`src/rtl/timer_borrow_ctrl_if.sv`:
```
// Control/status bundle between the game logic, the head-of-chain timer
// controller and the BCD digit chain.
interface timer_borrow_ctrl_if;
  logic       arm;
  logic       defuse;
  logic       reconfig;
  logic       chain_zero;
  logic       borrow_down;
  logic [1:0] state;
  logic       expired;
  logic       defused;
  logic       tick;

  modport master (
    output arm, defuse, reconfig, chain_zero,
    input  borrow_down, state, expired, defused, tick
  );

  modport slave (
    input  arm, defuse, reconfig, chain_zero,
    output borrow_down, state, expired, defused, tick
  );
endinterface

```
`src/rtl/timer_borrow_ctrl.sv`:
```
// Head-of-chain countdown controller: a prescaler issues one-cycle borrow requests
// into the ONE digit and the FSM sequences IDLE/RUN/DEFUSED/EXPIRED.
module timer_borrow_ctrl #(
  parameter int unsigned TICK_DIV = 100000000,
  parameter int unsigned CNT_W    = 27
) (
  input logic              clk,
  input logic              rst,
  timer_borrow_ctrl_if.slave bus
);

  typedef enum logic [1:0] {
    S_IDLE    = 2'b00,
    S_RUN     = 2'b01,
    S_DEFUSED = 2'b10,
    S_EXPIRED = 2'b11
  } state_e;

  localparam logic [CNT_W-1:0] TC = CNT_W'(TICK_DIV - 1);

  state_e           state_q, state_d;
  logic [CNT_W-1:0] cnt_q, cnt_d;
  logic             borrow_q, borrow_d;
  logic             tick_q, tick_d;
  logic             term_cnt;

  // State register
  always_ff @(posedge clk or posedge rst) begin
    if (rst) begin
      state_q  <= S_IDLE;
      cnt_q    <= '0;
      borrow_q <= 1'b0;
      tick_q   <= 1'b0;
    end else begin
      state_q  <= state_d;
      cnt_q    <= cnt_d;
      borrow_q <= borrow_d;
      tick_q   <= tick_d;
    end
  end

  assign term_cnt = (state_q == S_RUN) && (cnt_q == TC);

  // Next-state logic; reconfig overrides everything, expiry beats defuse.
  always_comb begin
    state_d = state_q;
    if (bus.reconfig) begin
      state_d = S_IDLE;
    end else begin
      case (state_q)
        S_IDLE: begin
          if (bus.arm && !bus.chain_zero) state_d = S_RUN;
        end
        S_RUN: begin
          if (bus.chain_zero)  state_d = S_EXPIRED;
          else if (bus.defuse) state_d = S_DEFUSED;
        end
        default: state_d = state_q;
      endcase
    end
  end

  // Prescaler and pulse requests; the counter only advances while staying in RUN.
  always_comb begin
    cnt_d = '0;
    if ((state_q == S_RUN) && (state_d == S_RUN)) begin
      cnt_d = term_cnt ? '0 : cnt_q + CNT_W'(1);
    end
    tick_d   = term_cnt && !bus.reconfig;
    borrow_d = term_cnt && !bus.chain_zero && !bus.defuse && !bus.reconfig;
  end

  // Output logic: every output comes straight from a register.
  always_comb begin
    bus.state       = state_q;
    bus.borrow_down = borrow_q;
    bus.tick        = tick_q;
    bus.expired     = (state_q == S_EXPIRED);
    bus.defused     = (state_q == S_DEFUSED);
  end

endmodule

```
`src/flat_wrapper.sv`:
```
// flat-port wrapper written by rule: the top's interface ports become plain ports
module timer_borrow_ctrl_flat 
#(
  parameter int unsigned TICK_DIV = 100000000,
  parameter int unsigned CNT_W    = 27
)
  (clk, rst, bus_arm, bus_defuse, bus_reconfig, bus_chain_zero, bus_borrow_down, bus_state, bus_expired, bus_defused, bus_tick);
  timer_borrow_ctrl_if bus_i ();
  input logic clk;
  input logic rst;
  input wire logic [$bits(bus_i.arm)-1:0] bus_arm;
  input wire logic [$bits(bus_i.defuse)-1:0] bus_defuse;
  input wire logic [$bits(bus_i.reconfig)-1:0] bus_reconfig;
  input wire logic [$bits(bus_i.chain_zero)-1:0] bus_chain_zero;
  output wire logic [$bits(bus_i.borrow_down)-1:0] bus_borrow_down;
  output wire logic [$bits(bus_i.state)-1:0] bus_state;
  output wire logic [$bits(bus_i.expired)-1:0] bus_expired;
  output wire logic [$bits(bus_i.defused)-1:0] bus_defused;
  output wire logic [$bits(bus_i.tick)-1:0] bus_tick;
  assign bus_i.arm = bus_arm;
  assign bus_i.defuse = bus_defuse;
  assign bus_i.reconfig = bus_reconfig;
  assign bus_i.chain_zero = bus_chain_zero;
  assign bus_borrow_down = bus_i.borrow_down;
  assign bus_state = bus_i.state;
  assign bus_expired = bus_i.expired;
  assign bus_defused = bus_i.defused;
  assign bus_tick = bus_i.tick;
  timer_borrow_ctrl #(.TICK_DIV(TICK_DIV), .CNT_W(CNT_W)) u_core (.clk(clk), .rst(rst), .bus(bus_i));
endmodule
```
`config.mk`:
```
export PLATFORM = sky130hd
export DESIGN_NAME = timer_borrow_ctrl_flat
export DESIGN_NICKNAME = d
export VERILOG_FILES = /design/src/rtl/timer_borrow_ctrl_if.sv /design/src/rtl/timer_borrow_ctrl.sv /design/src/flat_wrapper.sv
export SDC_FILE = /design/constraint.sdc
export NUM_CORES = 1
export LEC_CHECK = 0
export CAP_MARGIN = 20
export CELL_PAD_IN_SITES_DETAIL_PLACEMENT = 1
export CELL_PAD_IN_SITES_GLOBAL_PLACEMENT = 2
export CORE_UTILIZATION = 39
export DETAILED_ROUTE_END_ITERATION = 8
export HOLD_SLACK_MARGIN = 0.03
export PLACE_DENSITY_LB_ADDON = 0.1
export SLEW_MARGIN = 0
export SYNTH_ARGS = -nofsm -noshare
export SYNTH_HDL_FRONTEND = slang
export SYNTH_SLANG_ARGS = --single-unit
```
`constraint.sdc`:
```
create_clock -name clk -period 3.7 [get_ports clk]
set_input_delay 0.555 -clock clk [delete_from_list [all_inputs] [get_ports clk]]
set_output_delay 0.555 -clock clk [all_outputs]
set_load 0.05 [all_outputs]
```
=== Word level (Yosys, flattened, before mapping) ===
Cells that the tools add are included.
Widths: inputs -> output; s select.

* Register bits after elaboration: 31
* Logic and storage cells: 28
* Bits of input ports: 6
* Output and inout port bits: 6

* Eq/ne operators: 5
* Add/subtract/negate cells: 1
* Reductions and logical operators: 11
* Mux-type cells: 7

{| class="wikitable"
|+ Operator list
! cell !! count
|-
| $mux 27 || 2
|-
| $add 27x1->27 const B || 1
|-
| $eq 27x27->1 const B || 1
|-
| $mux 2 || 4
|-
| $logic_and 1x1->1 || 7
|-
| $eq 2x1->1 const B || 2
|-
| $eq 2x2->1 const B || 2
|-
| $pmux 2 s2 || 1
|-
| $logic_not 1->1 || 3
|-
| $logic_not 2->1 || 1
|}

=== Depth between registers and ports, before layout ===
Gate-level depths: netlist (run 1).

* Depth after elaboration: 8
* Depth in mapped cells: 7
* Gate-level depth less buffers: 5

=== Least setup slack after synthesis (run 1) ===
OpenSTA, ideal clock, no wires.

* Path type: flip-flop to flip-flop
* Start: reg u_core.state_q[0] (netlist: u_core.bus.state[0])
* End: reg u_core.cnt_q[11]
* Stages on the path, launching flop included: 6
* Slack: 1.680 ns
* Buffers on the path: 1
* Setup time: 0.121 ns
* Clock period less this slack: 2.020 ns
* Required time: 3.579 ns
* Arrival time: 1.899 ns
* Cell sequence: dfrtp_1 -> nor4b_1 -> nand4_1 -> o31ai_4 -> buf_2 -> nor2_1

* Cells in the longest elaborated chain, start to end: 7
* Elaborated cells between the ends (all ways): 12
* Classes of those cells: eq/ne (2); mux (7); reduce/logical (3)

{| class="wikitable"
|+ Ends and longest elaborated chain
! item !! line !! RTL
|-
| start: declaration || timer_borrow_ctrl.sv:21 || <nowiki>state_e state_q, state_d;</nowiki>
|-
| start signal: assignment || timer_borrow_ctrl.sv:35 || <nowiki>state_q <= state_d;</nowiki>
|-
| $mux 2 || timer_borrow_ctrl.sv:56 || <nowiki>else if (bus.defuse) state_d = S_DEFUSED;</nowiki>
|-
| $mux 2 || timer_borrow_ctrl.sv:55 || <nowiki>if (bus.chain_zero) state_d = S_EXPIRED;</nowiki>
|-
| $pmux 2 s2 || timer_borrow_ctrl.sv:50 || <nowiki>case (state_q)</nowiki>
|-
| $mux 2 || timer_borrow_ctrl.sv:47 || <nowiki>if (bus.reconfig) begin</nowiki>
|-
| $eq 2x1->1 || timer_borrow_ctrl.sv:66 || <nowiki>if ((state_q == S_RUN) && (state_d == S_RUN)) begin</nowiki>
|-
| $logic_and 1x1->1 || timer_borrow_ctrl.sv:66 ||
|-
| $mux 27 * || timer_borrow_ctrl.sv:66 ||
|-
| via u_core.cnt_d[11] || timer_borrow_ctrl.sv:22 || <nowiki>logic [CNT_W-1:0] cnt_q, cnt_d;</nowiki>
|-
| end signal: assignment || timer_borrow_ctrl.sv:36 || <nowiki>cnt_q <= cnt_d;</nowiki>
|-
| end: declaration || timer_borrow_ctrl.sv:22 ||
|}

The timed path passes the listed nets; every way through them passes the cells marked *.

=== Worst setup path after layout (run 1) ===
* Start: reg u_core.cnt_q[0]
* End: reg u_core.cnt_q[13]

* Cells in the longest elaborated chain, start to end: 4
* Elaborated cells between the ends (all ways): 5
* Classes of those cells: add/sub (1); eq/ne (1); mux (2); reduce/logical (1)

{| class="wikitable"
|+ Ends and longest elaborated chain
! item !! line !! RTL
|-
| parallel branches: the longest is 2 deep, another holds $add 27x1->27 || - ||
|-
| $mux 27 * || timer_borrow_ctrl.sv:67 || <nowiki>cnt_d = term_cnt ? '0 : cnt_q + CNT_W'(1);</nowiki>
|-
| $mux 27 * || timer_borrow_ctrl.sv:66 ||
|-
| via u_core.cnt_d[13] || timer_borrow_ctrl.sv:22 ||
|}

Mark *: on every way through the listed nets, which the timed path passes.

==> impl_metrics.csv, run 1 <==
group,metric,value,unit
run_status,outcome,"finished, final reports clean",
routing,via_per_inst,5.840,
power,p_leak,0.6629,nW
timing,setup_viol_count_final,0,
grt,grt_pass1_vias,1476,
timing,fin_skew,5.153,ps
layout,layout_common_cells,"dfrtp_1 (31), a21oi_1 (16), nor2_1 (15), nand2_1 (13), nand3_1 (12)",
clocking,clockBufferDepth,2,
grt,grt_max_degree,32,
job,cap_violations,0,
timing,fin_ws,1395,ps
power,p_total,0.6467,mW
synth,synth_ff_type,"dfrtp_1",
power,power.density,338.2,mW/mm2
synth,synth_area_leaders,"dfrtp_1 (46%), a21oi_1 (4.8%), nand3_1 (3.6%)",
routing,detail_route.drc_violations,0,
clocking,cts_made_buffers,5,
critical_path,worstPathCellList,"ha_1 -> nand4_1 -> or2_2 -> o31ai_4 -> nor2_1",
die,ios,12,
synth,synth_warnings,0,
routing,ant_nets,0,
synth,synthesis.area,0.001678,mm2
placed_design,dp_worst_setup_slack,1360,ps
die,coreArea,0.004058,mm2
clocking,cts.reportedPaths.clkPinSlew,70,ps
timing,rsz0062_at_grt,"no",
layout,nets,200,
critical_path,crit_fanout,18,
timing,layout_min_cycle_time,2305,ps
synth,synth_top_area_share,46.23,%
timing,worst_hold_slack,500.6,ps
synth,synth_area_leader_cell,"dfrtp_1",
synth,async_flop_share,100.0,%
clocking,cts_setup_buffers,0,
clocking,clk_latency,280,ps
clocking,cts-resized-gates,0,
routing,vias,1419,
routing,routed_wl,4.117,mm
placed_design,place.gp.congestion,0.8095,
layout,fin_util,47.12,%
layout,layout_commonest_cell,"dfrtp_1",
timing,worst_slew_pin_slew,837.4,ps
synth,ys_types,36,
layout,fin_area,0.001912,mm2
placed_design,dp_cells,236,
clocking,cts_root_buf,"clkbuf_8",
critical_path,cp-start-kind,"register",
critical_path,critPathKind,"register to register",
routing,drt-wirelength-per-cell,16.94,um
timing,finalMaxSlewViolations,0,
layout,antenna_cells,0,
timing,finalHoldViolCount,0,
grt,antenna_found_initial,0,
placed_design,port-buffer-count,11,
critical_path,slowest_delay,760,ps
clocking,htreeDepth,2,
die,dieHeight,67.59,um
critical_path,end_kind,"register",
clocking,cts_tree,"done",
synth,ys_seq_area_share,46.23,%
critical_path,arrival,2440,ps
grt,overflow,0,
timing,relSlewSlack,44.17,%
critical_path,cp.required,3830,ps
die,start_util,41.35,%
synth,synth_edf_count,0,
die,die_area,0.004568,mm2
clocking,cts_num_sinks,31,
grt,grt_pass1_wl,7.024,mm
die,die_w,67.59,um
placed_design,post_dp_cell_area,0.001824,mm2
routing,dr.first_iter.drc_count,66,
placed_design,dp_hpwl,2.944,mm
synth,synth_area_per_cell,9.219,um2
layout,fin_cells,243,
critical_path,critPathSlowestCell,"o31ai_4",
routing,dr.pass1.iters,4,
layout,syn2layout_area_growth,13.94,%
critical_path,cpLargestDelayFamily,"simple AND/OR/NAND/NOR gates",
timing,period_share,62.30,%
layout,drive_gt1_share,8.808,%
synth,synth_seq_cells,31,
synth,syn_nets,189,
critical_path,cp_num_buf_inv,0,
synth,postSynthCellCount,182,
hold_path,hp-class,"register to register",
die,rows,23,
grt,grt_usage,21.21,%
timing,setup_tns,0,ps
timing,fmax,433.8,MHz
power,ir_drop,214.0,uV
layout,nFillCells,466,
clocking,hold_buffers,0,
==> cell type report <==
type / instances / area (um2) / share of cell area, %
multi-input cells: 139 / 853.3 / 44.63
clock inverters: 1 / 5.005 / 0.2618
well taps: 50 / 62.56 / 3.272
inverters: 4 / 15.01 / 0.7853
flip-flops and latches: 31 / 775.7 / 40.58
repair buffers: 12 / 117.6 / 6.152
clock buffers: 6 / 82.58 / 4.319
==> registers in the layout (all words and copies together), names as in the netlist <==
signal	flops
u_core.bus.tick	1
u_core.bus.state	2
u_core.bus.borrow_down	1
u_core.cnt_q	27
==> power breakdown <==
part	leakage [nW]	switching (mW)	internal, mW
registers	0.432	0.00314	0.341
logic	0.184	0.0223	0.0127
clock network	0.0470	0.122	0.146
==> worst paths after layout <==
path / startpoint / to / slack [ps] / depth (start not counted)
setup / recovery: u_core.cnt_q[0] / u_core.cnt_q[13] / 1400 / 5
hold / removal: u_core.cnt_q[0] / u_core.cnt_q[0] / 500 / 1
setup reg to reg: u_core.cnt_q[0] / u_core.cnt_q[13] / 1400 / 5
hold reg to reg: u_core.cnt_q[0] / u_core.cnt_q[0] / 500 / 1
max in group asynchronous: rst / u_core.bus.state[0] / 2740 / 3
min in group asynchronous: rst / u_core.cnt_q[2] / 670 / 3
==> synthesized netlist by cell type (2+ instances only) <==
library cell / count
a21oi_1: 16
a31oi_1: 2
and2_1: 2
and3_1: 3
and4_1: 2
buf_2: 3
clkbuf_1: 5
dfrtp_1: 31
inv_1: 4
nand2_1: 13
nand3_1: 12
nand4_1: 8
nor2_1: 15
nor3_1: 4
nor4_1: 2
nor4b_1: 2
o211ai_1: 2
o21ai_0: 8
o31ai_1: 7
or2_2: 4
or3_1: 9
or4_1: 7
xnor2_1: 4
xor2_1: 5
==> routing by layer <==
layer  share of wire, %  up-vias  track usage (%)
li1                   -      698                -
met1                 49      695            26.80
met2                 47       21            34.16
met3                2.9        5            4.392
met4                1.4        0            10.11
met5                  0        -                0
==> logic make-up (layout without fill, tap and decap cells) <==
| group | Yosys count | after routing | share of synthesized area [%] |
|---|---|---|---|
| AO/OA/AOI/OAI | 39 | 39 | 14.77 |
| XOR/XNOR | 9 | 9 | 4.698 |
| adder cells (fa/ha/maj) | 1 | 1 | 0.7456 |
| buffers and inverters | 12 | 23 | 2.908 |
| flip-flops | 31 | 31 | 46.23 |
| AND/OR/NAND/NOR | 90 | 90 | 30.65 |
(Power assumes the default switching activity.)
==> run 2, diff against run 1 <==
Settings changed: CORE_UTILIZATION 39 to 33.
Clock period 3.7 ns to 2.1 ns, I/O delays scaled along.
==> run 2 against run 1 <==
  * Global-route usage fell by 2.0 points
  * Via count rose by 6.6%
  * Maximum frequency rose by 15%
  * Critical endpoint is now u_core.cnt_q[26]
  * Largest cell class unchanged
==> impl_metrics.csv, run 2 (same netlist as run 1, synthesis figures left out) <==
group,metric,value,unit
clocking,cts_setup_buffers,0,
critical_path,cpLargestDelayFamily,"simple AND/OR/NAND/NOR gates",
routing,ant_nets,0,
critical_path,cp_num_buf_inv,0,
grt,grt_pass1_wl,7.659,mm
critical_path,reg2reg_slack,90,ps
critical_path,crit_fanout,8,
critical_path,slowest_delay,640,ps
clocking,clk_latency,280,ps
placed_design,post_dp_cell_area,0.001986,mm2
critical_path,cp-start-kind,"register",
routing,detail_route.drc_violations,0,
grt,grt_max_degree,32,
layout,layout_commonest_cell,"dfrtp_1",
critical_path,worst_r2r_path_depth,4,
critical_path,timing.rr.end,"u_core.cnt_q[26]",
routing,drt-wirelength-per-cell,16.88,um
critical_path,arrival,2210,ps
placed_design,port-buffer-count,11,
layout,nFillCells,583,
critical_path,worstReg2RegStart,"u_core.cnt_q[9]",
routing,routed_wl,4.660,mm
clocking,cts_root_buf,"clkbuf_8",
timing,setup_viol_count_final,0,
clocking,clockBufferDepth,2,
clocking,cts_tree,"done",
grt,antenna_found_initial,0,
timing,finalMaxSlewViolations,0,
hold_path,hp-class,"input pin to asynchronous set/reset pin",
layout,drive_gt1_share,15.79,%
die,rows,25,
layout,regMostFlops,"u_core.cnt_q",
grt,grt_pass1_vias,1556,
critical_path,critPathSlowestCell,"or4b_1",
routing,via_per_inst,5.478,
timing,fin_skew,4.566,ps
timing,relSlewSlack,66.42,%
layout,layout_common_cells,"dfrtp_1 (31), buf_4 (17), a21oi_1 (16), nor2_1 (15), nand2_1 (13)",
critical_path,end_kind,"register",
clocking,htreeDepth,2,
die,start_util,34.83,%
timing,worst_slew_pin_slew,502.2,ps
grt,overflow,0,
timing,setup_tns,0,ps
layout,fin_area,0.002066,mm2
power,ir_drop,267.2,uV
critical_path,worstPathCellList,"nand3_1 -> or4b_1 -> or4_1 -> a21oi_1",
die,dieHeight,73.31,um
power,p_leak,0.7646,nW
layout,antenna_cells,0,
timing,period_share,95.69,%
power,power.density,531.3,mW/mm2
critical_path,critPathKind,"register to register",
layout,nets,217,
clocking,cts_made_buffers,5,
die,die_w,73.31,um
placed_design,place.gp.congestion,0.7742,
clocking,cts.reportedPaths.clkPinSlew,60,ps
job,cap_violations,0,
layout,largest_reg_flops,27,
routing,dr.first_iter.drc_count,80,
placed_design,dp_hpwl,3.494,mm
die,ios,12,
die,die_area,0.005374,mm2
timing,finalHoldViolCount,0,
routing,dr.pass1.iters,4,
grt,grt_usage,19.24,%
timing,fmax,497.7,MHz
clocking,cts_num_sinks,31,
layout,syn2layout_area_growth,23.12,%
routing,vias,1512,
timing,layout_min_cycle_time,2009,ps
critical_path,cp.required,2300,ps
die,coreArea,0.004817,mm2
timing,rsz0062_at_grt,"no",
run_status,outcome,"finished, final reports clean",
power,p_total,1.097,mW
-- run 2: metal layers --
layer / vias up / wire, um / part of all wire, % / track usage [%]
li1: 732 / - / - / -
met1: 752 / 2086 / 45 / 23.77
met2: 23 / 2364 / 51 / 33.74
met3: 5 / 158 / 3.4 / 3.704
met4: 0 / 51 / 1.1 / 6.197
met5: - / 0 / 0 / 0
-- run 2: layout make-up --
class	instances	area, um2	share of cell area, %
clock buffer	6	72.57	3.513
timing repair buffer	29	260.3	12.60
tap	67	83.83	4.058
sequential	31	775.7	37.55
inverter	4	15.01	0.7268
multi-input combinational	139	858.3	41.55
-- run 2: report_power, final --
part / total (mW) / internal [mW] / switching [mW]
Combinational: 0.0634 / 0.0235 / 0.0399
Sequential: 0.605 / 0.600 / 0.00511
Clock: 0.429 / 0.221 / 0.208
Total: 1.10 / 0.844 / 0.253
-- run 2: worst max-delay path by stage --
| stage | slack (ps) | to | startpoint | cells after the start |
|---|---|---|---|---|
| floorplan | 80 | u_core.cnt_q[11] | u_core.bus.state[0] | 5 |
| global placement | 160 | u_core.cnt_q[26] | u_core.cnt_q[9] | 4 |
| detailed placement | 70 | u_core.cnt_q[22] | u_core.cnt_q[0] | 5 |
| CTS | 50 | bus_defused | u_core.bus.state[1] | 3 |
| global route | 20 | u_core.cnt_q[26] | u_core.cnt_q[9] | 4 |
| finish | 90 | u_core.cnt_q[26] | u_core.cnt_q[9] | 4 |
-- run 2: worst register-to-register path, stage by stage (launching register included) --
cell and delay (ps):
dfrtp_1 450, nand3_1 170, or4b_1 640, or4_1 510, a21oi_1 160
-- run 2: timing repair --
item / in CTS / in global routing
resized for setup: 0 / 2
hold buffers: 0 / 0
setup endpoints to repair: 0 / 4
-- run 2: per-stage QoR --
| stage | hold slack, ps | worst slack, ps | utilization, % | instances |
|---|---|---|---|---|
| 2_1_floorplan | 378.1 | 80.02 | - | 182 |
| 3_3_place_gp | 456.1 | 156.6 | 41.22 | 270 |
| 3_5_place_dp | 482.3 | 72.07 | 41.22 | 270 |
| 4_1_cts | 430.8 | 46.05 | 42.73 | 276 |
| 5_1_grt | 477.3 | 16.98 | 42.88 | 276 |
| 6_report | 426.7 | 90.61 | 42.88 | 276 |
==> variant 1, RTL diff (flow settings as in run 2) <==
`CNT_W` is set to 27 in 2 places; all go to 19.
--- a/src/rtl/timer_borrow_ctrl.sv
+++ b/src/rtl/timer_borrow_ctrl.sv
@@ -3,5 +3,5 @@
 module timer_borrow_ctrl #(
   parameter int unsigned TICK_DIV = 100000000,
-  parameter int unsigned CNT_W    = 27
+  parameter int unsigned CNT_W    = 19
 ) (
   input logic              clk,
--- a/src/flat_wrapper.sv
+++ b/src/flat_wrapper.sv
@@ -3,5 +3,5 @@
 #(
   parameter int unsigned TICK_DIV = 100000000,
-  parameter int unsigned CNT_W    = 27
+  parameter int unsigned CNT_W    = 19
 )
   (clk, rst, bus_arm, bus_defuse, bus_reconfig, bus_chain_zero, bus_borrow_down, bus_state, bus_expired, bus_defused, bus_tick);
Function: same outputs for any inputs over 10 cycles, from zero or initial values and one cycle with rst high; that may be too few to reach the edited logic, so the function may still have changed.
==> variant 1 against run 2 <==
Sequential cell count is 8 lower; power is 35% lower; synthesized area is 33% lower; critical path depth stayed put; wire length is 45% lower; worst setup slack better by 0.081 ns; largest power group unchanged; final area is 34% lower; synthesized cell count is 37% lower; largest cell class is now registers; utilization is 0.60 points higher; first-iteration DRC count is 45% lower.
==> variant 1: results <==
status:
  status: "completed"
synth:
  synth_common_cells: "23 x dfrtp_1, 19 x nor2_1, 8 x xnor2_1"
  ys_types: 27
  avgSynthCellArea_sq_um: 9.83
  yosysSeqAreaShare_pct: 51.3
  syn_nets: 121
place:
  place_inst: 174
  gp_congestion: 0.762
  hpwl_um: 1900
  dp_worst_setup_slack_ns: -0.0168
  dpl_cell_area_sq_um: 1320
global_route:
  grt_pass1_vias: 924
  grt_pass1_wl_um: 4420
  use_met2_pct: 27.5
  use_met3_pct: 4.55
  grt_use_met1_pct: 22.1
  gr-usage-all-layers_pct: 16.9
  grt_max_degree: 24
finish:
  fin_nets: 142
  final_layout_size_suffix_gt1_share_pct: 9.70
  final_cells: 178
routing:
  vias: 914
  wl_met2_um: 1210
  wl_per_cell_um: 14.4
  met1_length_um: 1280
  wl_met3_um: 52
setup_path:
  crit_fanout: 17
  max_stage_delay_ns: 0.50
  r2r-end: "u_core.cnt_q[7]"
  startpoint: "u_core.cnt_q[11]"
sta:
  whs_ns: 0.324
  skew_ns: 0.0137
  slew_headroom_pct: 65.7
  max_freq_ghz: 0.519
pwr:
  swShare_pct: 24.9
  ir_worst_vdd_mv: 0.259
  leakagePower_uw: 0.000548
clocking:
  cts_made_buffers: 3
  cts-root-buf: "clkbuf_4"
  cts_resized: 2
  htree_levels: 1
  clk_pin_slew_ns: 0.13
variant 1: cells by family (layout without fill, tap and decap cells):
group           count (synthesis)  in the layout  share of synthesized area [%]
simple gates                   60             60                           28.9
fa+ha+maj                       1              1                           1.12
flops                          23             23                           51.3
compound gates                 12             12                           6.14
xor+xnor                       13             13                           10.2
buf+inv                         5             25                           2.34
variant 1: area by class of cell:
class	instances	area, sq um
Tap cell	44	55.1
Fill cell	376	1770
Clock inverter	1	5.00
Clock buffer	3	22.5
Sequential cell	23	576
Timing Repair Buffer	18	164
Multi-Input combinational cell	86	527
Inverter	3	11.3
variant 1: power groups by stage:
stage | combinational, uW | sequential [uW] | clock, uW
2_1_floorplan | 21.7 | 467 | 0
3_3_place_gp | 57.7 | 458 | 0
4_1_cts | 58.9 | 450 | 222
5_1_grt | 62.2 | 451 | 238
3_5_place_dp | 59.4 | 458 | 0
6_report | 57.1 | 450 | 208
==> variant 2, RTL diff (config.mk and constraints of run 2) <==
Without the edit above. Make the reset (`rst`) synchronous in one clocked block.
--- a/src/rtl/timer_borrow_ctrl.sv
+++ b/src/rtl/timer_borrow_ctrl.sv
@@ -26,5 +26,5 @@
 
   // State register
-  always_ff @(posedge clk or posedge rst) begin
+  always_ff @(posedge clk) begin
     if (rst) begin
       state_q  <= S_IDLE;
Check against the original RTL: differs if rst is asserted again (counterexample within 4 cycles, from zero or initial values and one cycle with rst high); with rst held inactive, the same outputs for 10 cycles.
==> variant 2 against run 2 <==
Worst setup slack improved by 0.035 ns; wire length decreased by 19%; synthesized area decreased by 14%; clock skew about the same; sequential cell count unchanged; final area decreased by 12%; critical endpoint is now u_core.cnt_q[26]; largest cell class unchanged.
Power is not compared: it rests on default switching activity, and its combinational part moved more than twofold at a synthesized area within 25%.
==> variant 2: results <==
finish:
  final_cells: 247
  seq_cells: 31
  bufAreaShareNonClock_pct: 12.0
  final-seq-area_sq_um: 622
  nClkBuffers: 8
  nFillCells: 501
  diodes: 0
  top_register: "u_core.cnt_q"
  nNonClkInverters: 4
  clkCellAreaFrac_pct: 5.54
  non_clock_buffer_count: 24
  final_layout_size_suffix_gt1_share_pct: 14.7
  largest_register_ffs: 27
  multi_input_cells: 130
  multi_input_area_sq_um: 791
  fin_nets: 203
place:
  numPortBuffers: 11
  gp_congestion: 0.822
  place_inst: 239
  hpwl_um: 2860
clocking:
  cts-root-buf: "clkbuf_8"
  post_cts_buffers: 0
  clkLatencyLatePin_ns: 0.28
  cts_made_buffers: 5
  htree_levels: 2
  clk_pin_slew_ns: 0.06
  clk_path_buf_depth: 2
synth:
  synthAdderAreaFrac_pct: 0.870
  syn_nets: 175
  synth_compound_area_share_pct: 14.0
  avgSynthCellArea_sq_um: 8.56
  synth-xor-area-share_pct: 6.09
  synthArstFlopShare_pct: 0
  yosysSeqAreaShare_pct: 43.1
  synthMuxAreaShare_pct: 0
  ys_types: 33
  yosys-top-cells-area: "dfxtp_1 43%, a21oi_1 5.2%, nand3_1 4.2%"
  synth_common_cells: "31 x dfxtp_1, 15 x a21oi_1, 14 x nor2_1"
  yosysWarnings: 0
sta:
  skew_ns: 0.00468
  setup_viol: 0
  worst_slew_pin_slew_ns: 0.500
global_route:
  grt_pass1_vias: 1393
  grt_pass1_wl_um: 6580
  grt_max_degree: 20
  gr-usage-all-layers_pct: 19.2
  antenna_found_initial: 0
setup_path:
  max_stage_delay_ns: 0.55
  crit_arrival_ns: 2.18
  slowest_stage: "or4_4"
  crit_fanout: 6
min_path:
  hold_class: "register to register"
routing:
  vias_per_cell: 5.55
  drt_iter0_drc: 80
  wl_per_cell_um: 15.3
  dr.pass1.iters: 4
status:
  status: "completed"
pwr:
  ir_worst_vdd_mv: 0.278
  leakagePower_uw: 0.000546
variant 2: changes by cell type after synthesis, moves of 2 or more:
cell      before  now
or2_2          4    0
dfxtp_1        0   31
xnor2_1        4    6
nor4_1         2    4
o21ai_0        8   11
and4_1         2    4
or3_1          9    7
o211ai_1       2    0
buf_2          3    1
dfrtp_1       31    0
nand2_1       13   11
clkbuf_1       5    2
variant 2: path summary, 6_finish.rpt:
check | from | end | slack (ns) | depth (start not counted)
setup / recovery | u_core.cnt_q[1] | u_core.cnt_q[26] | 0.13 | 5
hold / removal | u_core.cnt_q[23] | u_core.cnt_q[23] | 0.48 | 2
setup reg to reg | u_core.cnt_q[1] | u_core.cnt_q[26] | 0.13 | 5
hold reg to reg | u_core.cnt_q[23] | u_core.cnt_q[23] | 0.48 | 2
variant 2: where the power goes:
group / total, uW / internal (uW) / switching [uW]
combinational: 29.2 / 16.2 / 12.9
clock: 509 / 299 / 210
sequential: 591 / 589 / 1.82
variant 2: stage by stage:
step	cell area [sq um]	hold WS [ns]	worst slack (ns)	total power, uW
floorplan	1440	0.384	0.147	613
global placement	1710	0.455	0.0516	632
detailed placement	1710	0.481	0.0173	633
CTS	1810	0.489	0.0936	1140
global route	1810	0.519	0.0144	1180
finish	1810	0.479	0.125	1130
variant 2: worst max-delay path, delay by kind of cell (launching register included):
kind                     cells  cell delay [ns]
AND/OR/NAND/NOR              3             1.21
flip-flops                   1             0.36
AO/OA/AOI/OAI                1             0.15
adder cells (fa/ha/maj)      1             0.20
variant 2: per-layer routing:
metal	up-vias	part of all wire, %	GRT usage [%]	wire length (um)
met2	17	47	30.0	1790
met5	-	0	0	0
li1	686	-	-	-
met4	0	1.2	6.77	44
met1	664	49	26.0	1850
met3	5	2.7	4.00	103
